--- src/rtl/ext_pkg.sv ---
// ext_pkg: shared definitions for the pipelined immediate / load-data extender.
//   - op-code encoding (EXT_SEXT .. EXT_RSVD) and its width
//   - error-flag encoding
//   - ext_is_err(): classifies an op/offset pair as illegal
package ext_pkg;

  localparam int EXT_OP_W = 3;

  typedef logic [EXT_OP_W-1:0] ext_op_t;

  localparam ext_op_t EXT_SEXT = 3'd0;  // sign-extend immediate
  localparam ext_op_t EXT_ZEXT = 3'd1;  // zero-extend immediate
  localparam ext_op_t EXT_LUI  = 3'd2;  // immediate placed in the upper bits
  localparam ext_op_t EXT_LB   = 3'd3;  // signed byte load
  localparam ext_op_t EXT_LBU  = 3'd4;  // unsigned byte load
  localparam ext_op_t EXT_LH   = 3'd5;  // signed half load
  localparam ext_op_t EXT_LHU  = 3'd6;  // unsigned half load
  localparam ext_op_t EXT_RSVD = 3'd7;  // reserved, always an error

  localparam logic EXT_ERR_NONE = 1'b0;
  localparam logic EXT_ERR_SET  = 1'b1;

  // Reserved op, or a half load at an odd byte offset.
  function automatic logic ext_is_err(input ext_op_t op, input logic [1:0] off);
    return (op == EXT_RSVD) || (((op == EXT_LH) || (op == EXT_LHU)) && off[0]);
  endfunction

endpackage

--- src/rtl/ext_core.sv ---
// ext_core: purely combinational extender.
//   op     - operation select (ext_op_t)
//   off    - byte offset used by the load modes
//   data   - immediate (low IN_W bits) or loaded word (bits 31:0)
//   result - extended value, 0 on error
//   err    - EXT_ERR_SET for an illegal op or misaligned half load
import ext_pkg::*;

module ext_core #(
  parameter int IN_W  = 16,
  parameter int OUT_W = 32
) (
  input  ext_op_t           op,
  input  logic [1:0]        off,
  input  logic [OUT_W-1:0]  data,
  output logic [OUT_W-1:0]  result,
  output logic              err
);

  logic [31:0] word;
  logic [7:0]  byte_sel;
  logic [15:0] half_sel;

  assign word     = data[31:0];
  // Little-endian: offset 0 selects bits 7:0, offset 3 selects bits 31:24.
  assign byte_sel = word[{off, 3'b000} +: 8];
  assign half_sel = off[1] ? word[31:16] : word[15:0];

  always_comb begin
    result = '0;
    err    = EXT_ERR_NONE;
    if (ext_is_err(op, off)) begin
      err = EXT_ERR_SET;
    end else begin
      case (op)
        EXT_SEXT: result = {{(OUT_W-IN_W){data[IN_W-1]}}, data[IN_W-1:0]};
        EXT_ZEXT: result = {{(OUT_W-IN_W){1'b0}}, data[IN_W-1:0]};
        EXT_LUI:  result = {data[IN_W-1:0], {(OUT_W-IN_W){1'b0}}};
        EXT_LB:   result = {{(OUT_W-8){byte_sel[7]}}, byte_sel};
        EXT_LBU:  result = {{(OUT_W-8){1'b0}}, byte_sel};
        EXT_LH:   result = {{(OUT_W-16){half_sel[15]}}, half_sel};
        EXT_LHU:  result = {{(OUT_W-16){1'b0}}, half_sel};
        default:  result = '0;
      endcase
    end
  end

endmodule

--- src/rtl/ext_pipe.sv ---
// ext_pipe: pipelined immediate / load-data extender with flush and error count.
//   clk, reset (async, active-low), flush (sync kill of all in-flight beats)
//   in_valid/in_ready/in_op/in_off/in_data   - input beat
//   out_valid/out_ready/out_data/out_err     - result beat, STAGES cycles deep
//   err_cnt                                  - saturating count of accepted error beats
//
// Handshake: a beat transfers on a port in any cycle where valid and ready are
// both 1 at the rising edge. valid never depends on ready; once out_valid is 1
// it and every out_* field hold until out_ready is seen. in_ready may depend
// combinationally on out_ready through the stage chain.
import ext_pkg::*;

module ext_pipe #(
  parameter int IN_W      = 16,
  parameter int OUT_W     = 32,
  parameter int STAGES    = 1,
  parameter int ERR_CNT_W = 8
) (
  input  logic                 clk,
  input  logic                 reset,
  input  logic                 flush,
  input  logic                 in_valid,
  output logic                 in_ready,
  input  logic [EXT_OP_W-1:0]  in_op,
  input  logic [1:0]           in_off,
  input  logic [OUT_W-1:0]     in_data,
  output logic                 out_valid,
  input  logic                 out_ready,
  output logic [OUT_W-1:0]     out_data,
  output logic                 out_err,
  output logic [ERR_CNT_W-1:0] err_cnt
);

  logic [OUT_W-1:0]  core_data;
  logic              core_err;

  logic              stg_v [STAGES];
  logic [OUT_W-1:0]  stg_d [STAGES];
  logic              stg_e [STAGES];

  logic              src_v [STAGES];
  logic [OUT_W-1:0]  src_d [STAGES];
  logic              src_e [STAGES];

  // en[k]: stage k may load this edge (it is empty, or its content moves on).
  logic [STAGES-1:0] en;

  ext_core #(
    .IN_W  (IN_W),
    .OUT_W (OUT_W)
  ) u_core (
    .op     (in_op),
    .off    (in_off),
    .data   (in_data),
    .result (core_data),
    .err    (core_err)
  );

  always_comb begin
    en = '0;
    en[STAGES-1] = !stg_v[STAGES-1] || out_ready;
    for (int k = STAGES - 2; k >= 0; k--) begin
      en[k] = !stg_v[k] || en[k+1];
    end
  end

  for (genvar k = 0; k < STAGES; k++) begin : g_stage
    if (k == 0) begin : g_src_in
      assign src_v[k] = in_valid;
      assign src_d[k] = core_data;
      assign src_e[k] = core_err;
    end else begin : g_src_prev
      assign src_v[k] = stg_v[k-1];
      assign src_d[k] = stg_d[k-1];
      assign src_e[k] = stg_e[k-1];
    end

    // Only valid bits are killed by flush; payload registers keep whatever
    // they last loaded and are ignored while their valid bit is low.
    always_ff @(posedge clk or negedge reset) begin
      if (!reset) begin
        stg_v[k] <= 1'b0;
        stg_d[k] <= '0;
        stg_e[k] <= EXT_ERR_NONE;
      end else begin
        if (flush) begin
          stg_v[k] <= 1'b0;
        end else if (en[k]) begin
          stg_v[k] <= src_v[k];
        end
        if (en[k] && src_v[k]) begin
          stg_d[k] <= src_d[k];
          stg_e[k] <= src_e[k];
        end
      end
    end
  end

  // A beat presented together with flush is dropped and so never counted;
  // beats already in flight were counted when they were accepted.
  always_ff @(posedge clk or negedge reset) begin
    if (!reset) begin
      err_cnt <= '0;
    end else if (in_valid && in_ready && !flush &&
                 (core_err == EXT_ERR_SET) && (err_cnt != '1)) begin
      err_cnt <= err_cnt + 1'b1;
    end
  end

  assign in_ready  = en[0];
  assign out_valid = stg_v[STAGES-1];
  assign out_data  = stg_d[STAGES-1];
  assign out_err   = stg_e[STAGES-1];

endmodule

--- config.mk ---
export PLATFORM = sky130hd
export DESIGN_NAME = ext_pipe
export DESIGN_NICKNAME = d
export VERILOG_FILES = /design/src/rtl/ext_pkg.sv /design/src/rtl/ext_core.sv /design/src/rtl/ext_pipe.sv
export SDC_FILE = /design/constraint.sdc
export NUM_CORES = 1
export LEC_CHECK = 0
export BUFFER_PORTS_ARGS = -buffer_cell sky130_fd_sc_hd__clkbuf_2
export CAP_MARGIN = 20
export CORE_MARGIN = 10
export CORE_UTILIZATION = 33
export DETAILED_ROUTE_END_ITERATION = 12
export PLACE_DENSITY = 0.63
export SYNTH_ARGS = -nofsm -noshare
export SYNTH_HDL_FRONTEND = slang
export SYNTH_SLANG_ARGS = --single-unit
--- constraint.sdc ---
create_clock -name clk -period 4.25 [get_ports clk]
set_input_delay 0.425 -clock clk [delete_from_list [all_inputs] [get_ports clk]]
set_output_delay 0.425 -clock clk [all_outputs]
set_load 0.01 [all_outputs]
After elaboration in Yosys (flattened, before gate mapping)
Cells that the tools add are included.
{ "op_classes": {"n_eq_ne": 8, "n_shift": 1, "muxes": 6, "add_sub_neg": 1, "n_reduce_logical": 12} }
{ "op_table": {"columns": ["operator", "n"], "rows": [
  ["$pmux 32 s7", 1],
  ["$mux 32", 1],
  ["$shiftx 32x6->8", 1],
  ["$mux 16", 1],
  ["$eq 3x3->1 const B", 4],
  ["$add 8x1->8 const B", 1],
  ["$ne 8x8->1 const B", 1],
  ["$eq 3x2->1 const B", 2],
  ["$logic_and 1x1->1", 5],
  ["$eq 3x1->1 const B", 1],
  ["$logic_not 3->1", 1],
  ["$logic_or 1x1->1", 3],
  ["$mux 1", 3],
  ["$logic_not 1->1", 2],
  ["$reduce_bool 2->1", 1]
]} }
{ "totals": {"out_inout_bits": 43, "in_bits": 42, "wordCells": 32, "reg_bits": 42} }

Depth between registers and ports, before layout
Gate-level depths: netlist (run 1).
{ "logic_depth": {"depth_word": 7, "mapped_depth": 6, "mapped_depth_nobuf": 5} }

Cells and area by module
From an unflattened synthesis (run 1), not the netlist that was laid out.
{ "unflattened": {"hier_cells": 261, "hier_area_um2": 2640.0} }
{ "by_module_without_submodules": {"columns": ["mod", "seq_area_each_um2", "cells_each", "n_inst", "area_each_um2"], "rows": [
  ["ext_pipe", 1051.0, 115, 1, 1710.4],
  ["ext_core", 0.0, 146, 1, 929.6]
]} }

Worst setup path after synthesis (run 1)
Ideal clock, no wire load.
{ "synth_timing": {"path_kind": "input to register", "startpoint": "in in_off[1]", "endpoint": "reg stg_d, in the netlist out_data[20]", "required_ps": 4127, "stages": 5, "arrival_time_ps": 1481, "setup_time_ps": 123, "path_slack_ps": 2645, "n_path_buf": 1, "path_cell_list": "mux4_2 -> nand2_2 -> o211a_4 -> buf_4 -> a21oi_1"} }
{ "synth_via": {"elab_chain_len": 3, "word_cells_on_any_way": 4, "cone_classes": "shift (1); mux (3)"} }
{ "synth_lines": {"columns": ["item", "line_no", "text"], "rows": [
  ["from (decl)", "ext_pipe.sv:25", "input logic [1:0] in_off,"],
  ["$shiftx 32x6->8 or $mux 16 (tied branches)", "ext_core.sv:26, ext_core.sv:27", null],
  ["$pmux 32 s7 (*)", "ext_core.sv:35", "case (op)"],
  ["$mux 32 (*)", "ext_core.sv:32", "if (ext_is_err(op, off)) begin"],
  ["to (signal, indexed assignment)", "ext_pipe.sv:92", "stg_d[k] <= src_d[k];"],
  ["to (decl)", "ext_pipe.sv:38", "logic [OUT_W-1:0] stg_d [STAGES];"]
]} }
Mark *: on every way between the ends. The rest lies on a longest branch, timed or not.
A chain may end at the register's enable or synchronous reset.

Worst setup path after layout (run 1)
{ "layout_timing": {"startpoint": "in in_op[1]", "endpoint": "reg err_cnt[1]"} }
{ "layout_via": {"elab_chain_len": 7, "word_cells_on_any_way": 9, "cone_classes": "eq/ne (3); mux (1); reduce/logical (5)"} }
{ "layout_lines": {"columns": ["item", "line_no", "text"], "rows": [
  ["from (decl)", "ext_pipe.sv:24", "input logic [EXT_OP_W-1:0] in_op,"],
  ["$eq 3x3->1", "ext_pkg.sv:25", "return (op == EXT_RSVD) || (((op == EXT_LH) || (op == EXT_LHU)) && off[0]);"],
  ["$logic_or 1x1->1", "ext_pkg.sv:25", null],
  ["$logic_and 1x1->1", "ext_pkg.sv:25", null],
  ["$logic_or 1x1->1 (*)", "ext_pkg.sv:25", null],
  ["$mux 1 (*)", "ext_core.sv:32", null],
  ["$logic_and 1x1->1 (*)", "ext_pipe.sv:104", "end else if (in_valid && in_ready && !flush &&"],
  ["$logic_and 1x1->1 (*)", "ext_pipe.sv:105", "(core_err == EXT_ERR_SET) && (err_cnt != '1)) begin"],
  ["to (signal assigned)", "ext_pipe.sv:106", "err_cnt <= err_cnt + 1'b1;"],
  ["to (decl)", "ext_pipe.sv:31", "output logic [ERR_CNT_W-1:0] err_cnt"]
]} }
Marks and branches as above.

==> results of run 1 <==
==> how the worst min path moves through the flow <==
stage / endpoint / cells past startpoint / start
finish: out_data[13]$_DFFE_PN0N_ / 1 / reset
global route: out_data[29]$_DFFE_PN0N_ / 1 / reset
floorplan: err_cnt[0]$_DFFE_PN0P_ / 0 / reset
detailed placement: out_err$_DFFE_PN0N_ / 2 / out_err$_DFFE_PN0N_
global placement: out_err$_DFFE_PN0N_ / 2 / out_err$_DFFE_PN0N_
CTS: out_valid$_DFFE_PN0P_ / 2 / flush
==> power groups by stage <==
| stage | registers [W] | clock network, W | logic, W |
|---|---|---|---|
| floorplan | 0.000540 | 0 | 0.000135 |
| global placement | 0.000518 | 0 | 0.000296 |
| detailed placement | 0.000521 | 0 | 0.000298 |
| CTS | 0.000514 | 0.000265 | 0.000300 |
| global route | 0.000523 | 0.000284 | 0.000333 |
| finish | 0.000514 | 0.000262 | 0.000296 |
==> cells in the mapped netlist, drive strengths merged <==
cell | n | area share, %
nand2b | 5 | 1.3
a221oi | 1 | 0.36
nand3 | 4 | 0.83
a32oi | 8 | 2.9
and2 | 1 | 0.26
clkbuf | 10 | 1.6
mux2i | 7 | 2.9
and3b | 1 | 0.36
o31a | 1 | 0.36
o221ai | 1 | 0.36
mux2 | 10 | 4.7
nor3b | 4 | 1.5
dfrtp | 42 | 44
a22o | 8 | 2.9
o22ai | 1 | 0.26
nand4 | 2 | 0.78
and3 | 3 | 0.78
mux4 | 1 | 0.94
a31oi | 10 | 2.6
nor2b | 3 | 0.78
buf | 8 | 2.0
o211a | 1 | 0.73
xor2 | 7 | 2.6
nor3 | 3 | 0.63
nand2 | 28 | 4.5
ha | 1 | 0.52
o21ai | 27 | 5.6
o211ai | 7 | 2.2
nor2 | 3 | 0.47
a21o | 8 | 2.5
nand4b | 1 | 0.36
a21oi | 25 | 5.2
maj3 | 1 | 0.42
inv | 3 | 0.47
nor4 | 4 | 1.3
a211oi | 1 | 0.31
==> routing by layer <==
| layer | global-route usage (%) | part of all wire, % | wire length (um) |
|---|---|---|---|
| met5 | 0 | 0 | 0 |
| met4 | 3.63 | 1.3 | 97 |
| met3 | 5.85 | 10 | 798 |
| met2 | 20.8 | 45 | 3510 |
| met1 | 16.5 | 43 | 3310 |
==> flip-flops by register name (all words and copies together), names as in the netlist <==
name	cells
err_cnt	8
out_data	32
out_valid	1
out_err	1
==> area by class of cell <==
cell class | count | area, um^2 | share of cell area [%]
Clock inverter | 2 | 13.8 | 0.464
Inverter | 3 | 11.3 | 0.380
Multi-Input combinational cell | 188 | 1250 | 42.3
Tap cell | 99 | 124 | 4.18
Timing Repair Buffer | 85 | 440 | 14.8
Sequential cell | 42 | 1050 | 35.4
Clock buffer | 6 | 72.6 | 2.45
==> kinds of logic (layout without fill, tap and decap cells) <==
logic type      count (synthesis)  after routing  share of synthesized area, %
compound gates                 99             99                          26.4
xor+xnor                        7              7                          2.55
fa+ha+maj                       2              2                         0.938
buf+inv                        21             96                          4.01
flops                          42             42                          43.8
mux                            18             18                          8.55
simple gates                   62             62                          13.8
==> metrics by stage <==
stage	instance area, um^2	power [W]	std cells	worst slack [ns]	util (%)
floorplan	2400	0.000675	251	2.65	-
finish	2970	0.00107	425	1.93	41.3
detailed placement	2860	0.000818	416	1.62	39.9
global placement	2860	0.000814	416	1.73	39.9
CTS	2950	0.00108	424	1.94	41.1
global route	2970	0.00114	425	1.74	41.3
==> impl_metrics.toml, run 1 <==
[synthesis]
yosys_warnings = 0
synthCells = 251
synth.ff_latch_count = 42
synth_cell_types = 44
netlist_area_um2 = 2400
seq_area_frac_synth_pct = 43.8
syn_nets = 294
syn_area_per_cell_um2 = 9.57

[power_and_ir_drop]
power_frac_seq_pct = 47.9
swShare_pct = 34.6
power.internal_w = 0.000701
p_leak_nw = 1.41
power_density_nw_per_um2 = 361
pwr-share-clk_pct = 24.5
p_sw_w = 0.000371
pwr-share-comb_pct = 27.6
vdd_ir_drop_max_mv = 0.150

[worst_setup_path]
cp_top_family = "simple AND/OR/NAND/NOR gates"
endpoint_kind = "flop"
crit_path_max_incr_delay_ns = 0.63
worstSetupStartpoint = "in_op[1]"
r2r_end = "err_cnt[1]$_DFFE_PN0P_"
r2r_slack_ns = 2.03
rr_startpoint = "out_valid$_DFFE_PN0P_"
cp_cell_sequence = "clkbuf_2, maj3_1, nand4_2, nor3_1, mux2_2"
path_max_fanout = 32
rr_worst_depth = 4
endpoint = "err_cnt[1]$_DFFE_PN0P_"
crit_cells = 5
worst_ep_arrival_time_ns = 2.50
crit_buf_inv = 1
slowest_stage = "nand4_2"
worst-setup-path-type = "primary input to flop"
worst_setup_path_start_kind = "primary input"
worstPathRequired_ns = 4.44

[drt]
drt_iter0_drc = 178
viasPerCell = 5.38
wl_per_cell_um = 18.2
drc = 0
first_pass_iters = 4
vias = 2286
ant_nets = 0
wirelength_um = 7720

[global_route]
grt_max_degree = 43
antenna_found_initial = 0
first_global_vias = 2326
grt.overflow.total = 0
grt_usage_pct = 13.4
grt_pass1_wl_um = 12200

[timing]
slew-limit-headroom_pct = 36.4
setup_violations = 0
whs_ns = 0.0631
setup-tns-final_ns = 0
period_needed_ns = 2.32
hold_viol_final = 0
fmax_mhz = 432
rsz0062_at_grt = "false"
worst_clock_skew_ns = 0.00393
worstMarginPinSlew_ns = 0.950
report.final.slew_viol_count = 0
layout_worst_path_cycle_share_pct = 54.5

[clock_tree]
clkSinkCount = 42
cts_root_buf = "clkbuf_8"
cts_buffers = 5
clk_pin_slew_ns = 0.09
htree_levels = 2
cts_buffer_depth = 2
tritoncts = "yes"
cts_setup_buffers = 0
postCtsHoldBufs = 0
clk_latency_ns = 0.29
cts.repair.resized = 0

[layout]
layout_commonest_cell = "clkbuf_2"
area_delta_synth_final_pct = 23.6
drive_gt1_share_pct = 33.1
final_cell_mix = "84 x clkbuf_2, 42 x dfrtp_1, 27 x nand2_1, 25 x o21ai_0, 25 x a21oi_1"
nFillCells = 749
nets = 368
n_antenna_cell = 0

[min_path]
hold_path.class = "primary input to asynchronous set/reset pin"

[die]
core_area_um2 = 7180
num_io_pins = 85
die_area_um2 = 11100
rows = 31
chipHeight_um = 105
die_x_um = 105
start_util_pct = 33.5

[placement]
io_buffers = 84
gp_congestion = 0.877
hpwl_um = 5670

[run_status]
outcome = "complete, no violations"

[run]
maxCapViolCount = 0
(Power assumes the default switching activity.)
==> run 2, diff against run 1 <==
- ABC_AREA: unset -> 1
- PLACE_DENSITY: 0.63 -> 0.64
- clock period: 4.25 -> 2.01 ns (I/O delays scaled with it)
==> run 2 against run 1 <==
Net effect:
- design area up 11%
- register-to-register slack worse by 1.7 ns
- clock power increased by 150%
- synthesized area increased by 10%
- routed wire length rose by 1.4%
- sequential power increased by 100%
- clock skew is 0.0026 ns lower
- worst setup slack got worse by 1.6 ns
- non-clock buffer count increased by 7
- die area grew 8.4%
- sequential share of layout area fell by 3.6 points
- largest cell class unchanged
- highest routed layer unchanged
==> impl_metrics.toml, run 2 <==
[worst_setup_path]
crit_buf_inv = 3
worst_ep_arrival_time_ns = 1.84
worst_setup_path_start_kind = "flop"
cp_top_family = "simple AND/OR/NAND/NOR gates"
path_max_fanout = 36
slowest_stage = "dfrtp_1"
crit_cells = 10
worst-setup-path-type = "flop to flop"
rr_worst_depth = 10
cp_cell_sequence = "nand2_1, nand2_1, buf_4, nor2_1, nand2_1, nor2_2, buf_4, inv_1, nand2_1, nand2_1"
crit_path_frequent_cell = "nand2_1"
crit_path_max_incr_delay_ns = 0.38
endpoint_kind = "flop"
worstPathRequired_ns = 2.20

[die]
rows = 32
num_io_pins = 85
start_util_pct = 34.1
core_area_um2 = 7770
die_x_um = 110
die_area_um2 = 12000
chipHeight_um = 110

[placement]
dpl.cell_count = 588
io_buffers = 84
place_ws_ns = 0.148
gp_congestion = 0.880
hpwl_um = 6250

[timing]
slew-limit-headroom_pct = 69.1
fmax_mhz = 607
setup-tns-final_ns = 0
worstMarginPinSlew_ns = 0.463
rsz0062_at_grt = "false"
worst_clock_skew_ns = 0.00134
period_needed_ns = 1.65
setup_violations = 0
hold_viol_final = 0
layout_worst_path_cycle_share_pct = 82.0
report.final.slew_viol_count = 0
fin_ws_ns = 0.361
whs_ns = 0.0701

[synthesis]
async_reset_ff_share_pct = 100
syn_nets = 454
netlist_area_um2 = 2650
synthTopCellsByArea = "dfrtp_1 40%, nand2_1 28%, inv_1 6.9%"
synth_cell_types = 26
synth_top_cell_by_area = "dfrtp_1"
synth_ff_type = "dfrtp_1"
synth_most_common_cell = "nand2_1"
yosys_warnings = 0
synthCells = 411
synth_top_area_share_pct = 39.6
synth.ff_latch_count = 42
synth_common_cells = "195 x nand2_1, 49 x inv_1, 42 x dfrtp_1, 23 x nand3_1"
syn_area_per_cell_um2 = 6.45
seq_area_frac_synth_pct = 39.6
synth_edf_count = 0

[layout]
drive_gt1_share_pct = 22.4
final_cells = 598
largest_reg_flops = 32
nets = 538
area_delta_synth_final_pct = 24.3
n_antenna_cell = 0
final_cell_mix = "195 x nand2_1, 84 x clkbuf_2, 49 x inv_1, 42 x dfrtp_1, 23 x nand3_1"
layout_commonest_cell = "nand2_1"
nFillCells = 864

[power_and_ir_drop]
p_sw_w = 0.000775
power_frac_seq_pct = 44.5
pwr-share-clk_pct = 27.7
power_density_nw_per_um2 = 716
pwr-share-comb_pct = 27.8
vdd_ir_drop_max_mv = 0.293
power.internal_w = 0.00159
swShare_pct = 32.8
p_total_w = 0.00236
p_leak_nw = 2.04

[global_route]
grt.overflow.total = 0
grt_usage_pct = 13.2
antenna_found_initial = 0
grt_pass1_wl_um = 12900
grt_max_degree = 37
first_global_vias = 2620

[clock_tree]
cts_root_buf = "clkbuf_8"
cts_buffers = 5
cts_buffer_depth = 2
cts_setup_buffers = 0
clk_pin_slew_ns = 0.07
cts.repair.resized = 0
clkSinkCount = 42
clk_latency_ns = 0.29
htree_levels = 2
tritoncts = "yes"
postCtsHoldBufs = 1

[drt]
viasPerCell = 4.54
drt_iter0_drc = 139
ant_nets = 0
wl_per_cell_um = 13.1
vias = 2713
first_pass_iters = 5
wirelength_um = 7830
drc = 0

[min_path]
hold_path_depth = 2
hold_path.class = "primary input to flop"

[run]
maxCapViolCount = 0

[run_status]
outcome = "complete, no violations"
-- run 2: cell types whose count changed after synthesis, sizes merged, moves of 17 or more --
cell and change:
nor2 +22, nand2 +170, nand3 +23, inv +49, a21oi -17
-- run 2: cells by family after synthesis --
group / Yosys count / synth area share [%]
adder cells (fa/ha/maj): 1 / 0.472
buffers and inverters: 68 / 10.5
XOR/XNOR: 6 / 1.98
AND/OR/NAND/NOR: 253 / 39.1
AO/OA/AOI/OAI: 41 / 8.40
flip-flops: 42 / 39.6
-- run 2: area by class of cell --
type	count	area, um^2	share of cell area (%)
multi-input combinational	301	1320	40.1
sequential	42	1050	31.9
timing repair buffer	92	490	14.9
inverter	53	199	6.03
tap	102	128	3.87
clock buffer	7	76.3	2.31
clock inverter	1	30.0	0.910
-- run 2: power by group through the flow --
| stage | Combinational [W] | Clock, W | Sequential [W] |
|---|---|---|---|
| after global routing | 0.000748 | 0.000714 | 0.00107 |
| after global placement | 0.000651 | 0 | 0.00106 |
| final | 0.000657 | 0.000654 | 0.00105 |
| after floorplan | 0.000325 | 0 | 0.00112 |
| after CTS | 0.000667 | 0.000677 | 0.00105 |
| after detailed placement | 0.000664 | 0 | 0.00106 |
-- run 2: layer usage --
metal  wire, um  share of wire [%]  track usage (%)  vias to the layer above
met4        143                1.8             4.28                        0
li1           -                  -                -                     1415
met2       3690                 47             21.4                       71
met1       3460                 44             16.9                     1217
met5          0                  0                0                        -
met3        532                6.8             3.51                       10
-- run 2: through the flow --
step	area (um^2)	util [%]
after floorplan	2650	-
after global placement	3170	40.8
after detailed placement	3170	40.8
after CTS	3280	42.3
after global routing	3300	42.5
final	3300	42.5
-- run 2: path summary, 6_finish.rpt --
path                                           from                        to  slack [ns]
min reg2reg                out_data[26]$_DFFE_PN0N_  out_data[26]$_DFFE_PN0N_        0.48
max                           out_valid$_DFFE_PN0P_    err_cnt[5]$_DFFE_PN0P_        0.36
min                                           flush     out_valid$_DFFE_PN0P_        0.07
max in group asynchronous                     reset   out_data[2]$_DFFE_PN0N_        1.11
max reg2reg                   out_valid$_DFFE_PN0P_    err_cnt[5]$_DFFE_PN0P_        0.36
min in group asynchronous                     reset  out_data[11]$_DFFE_PN0N_        0.36
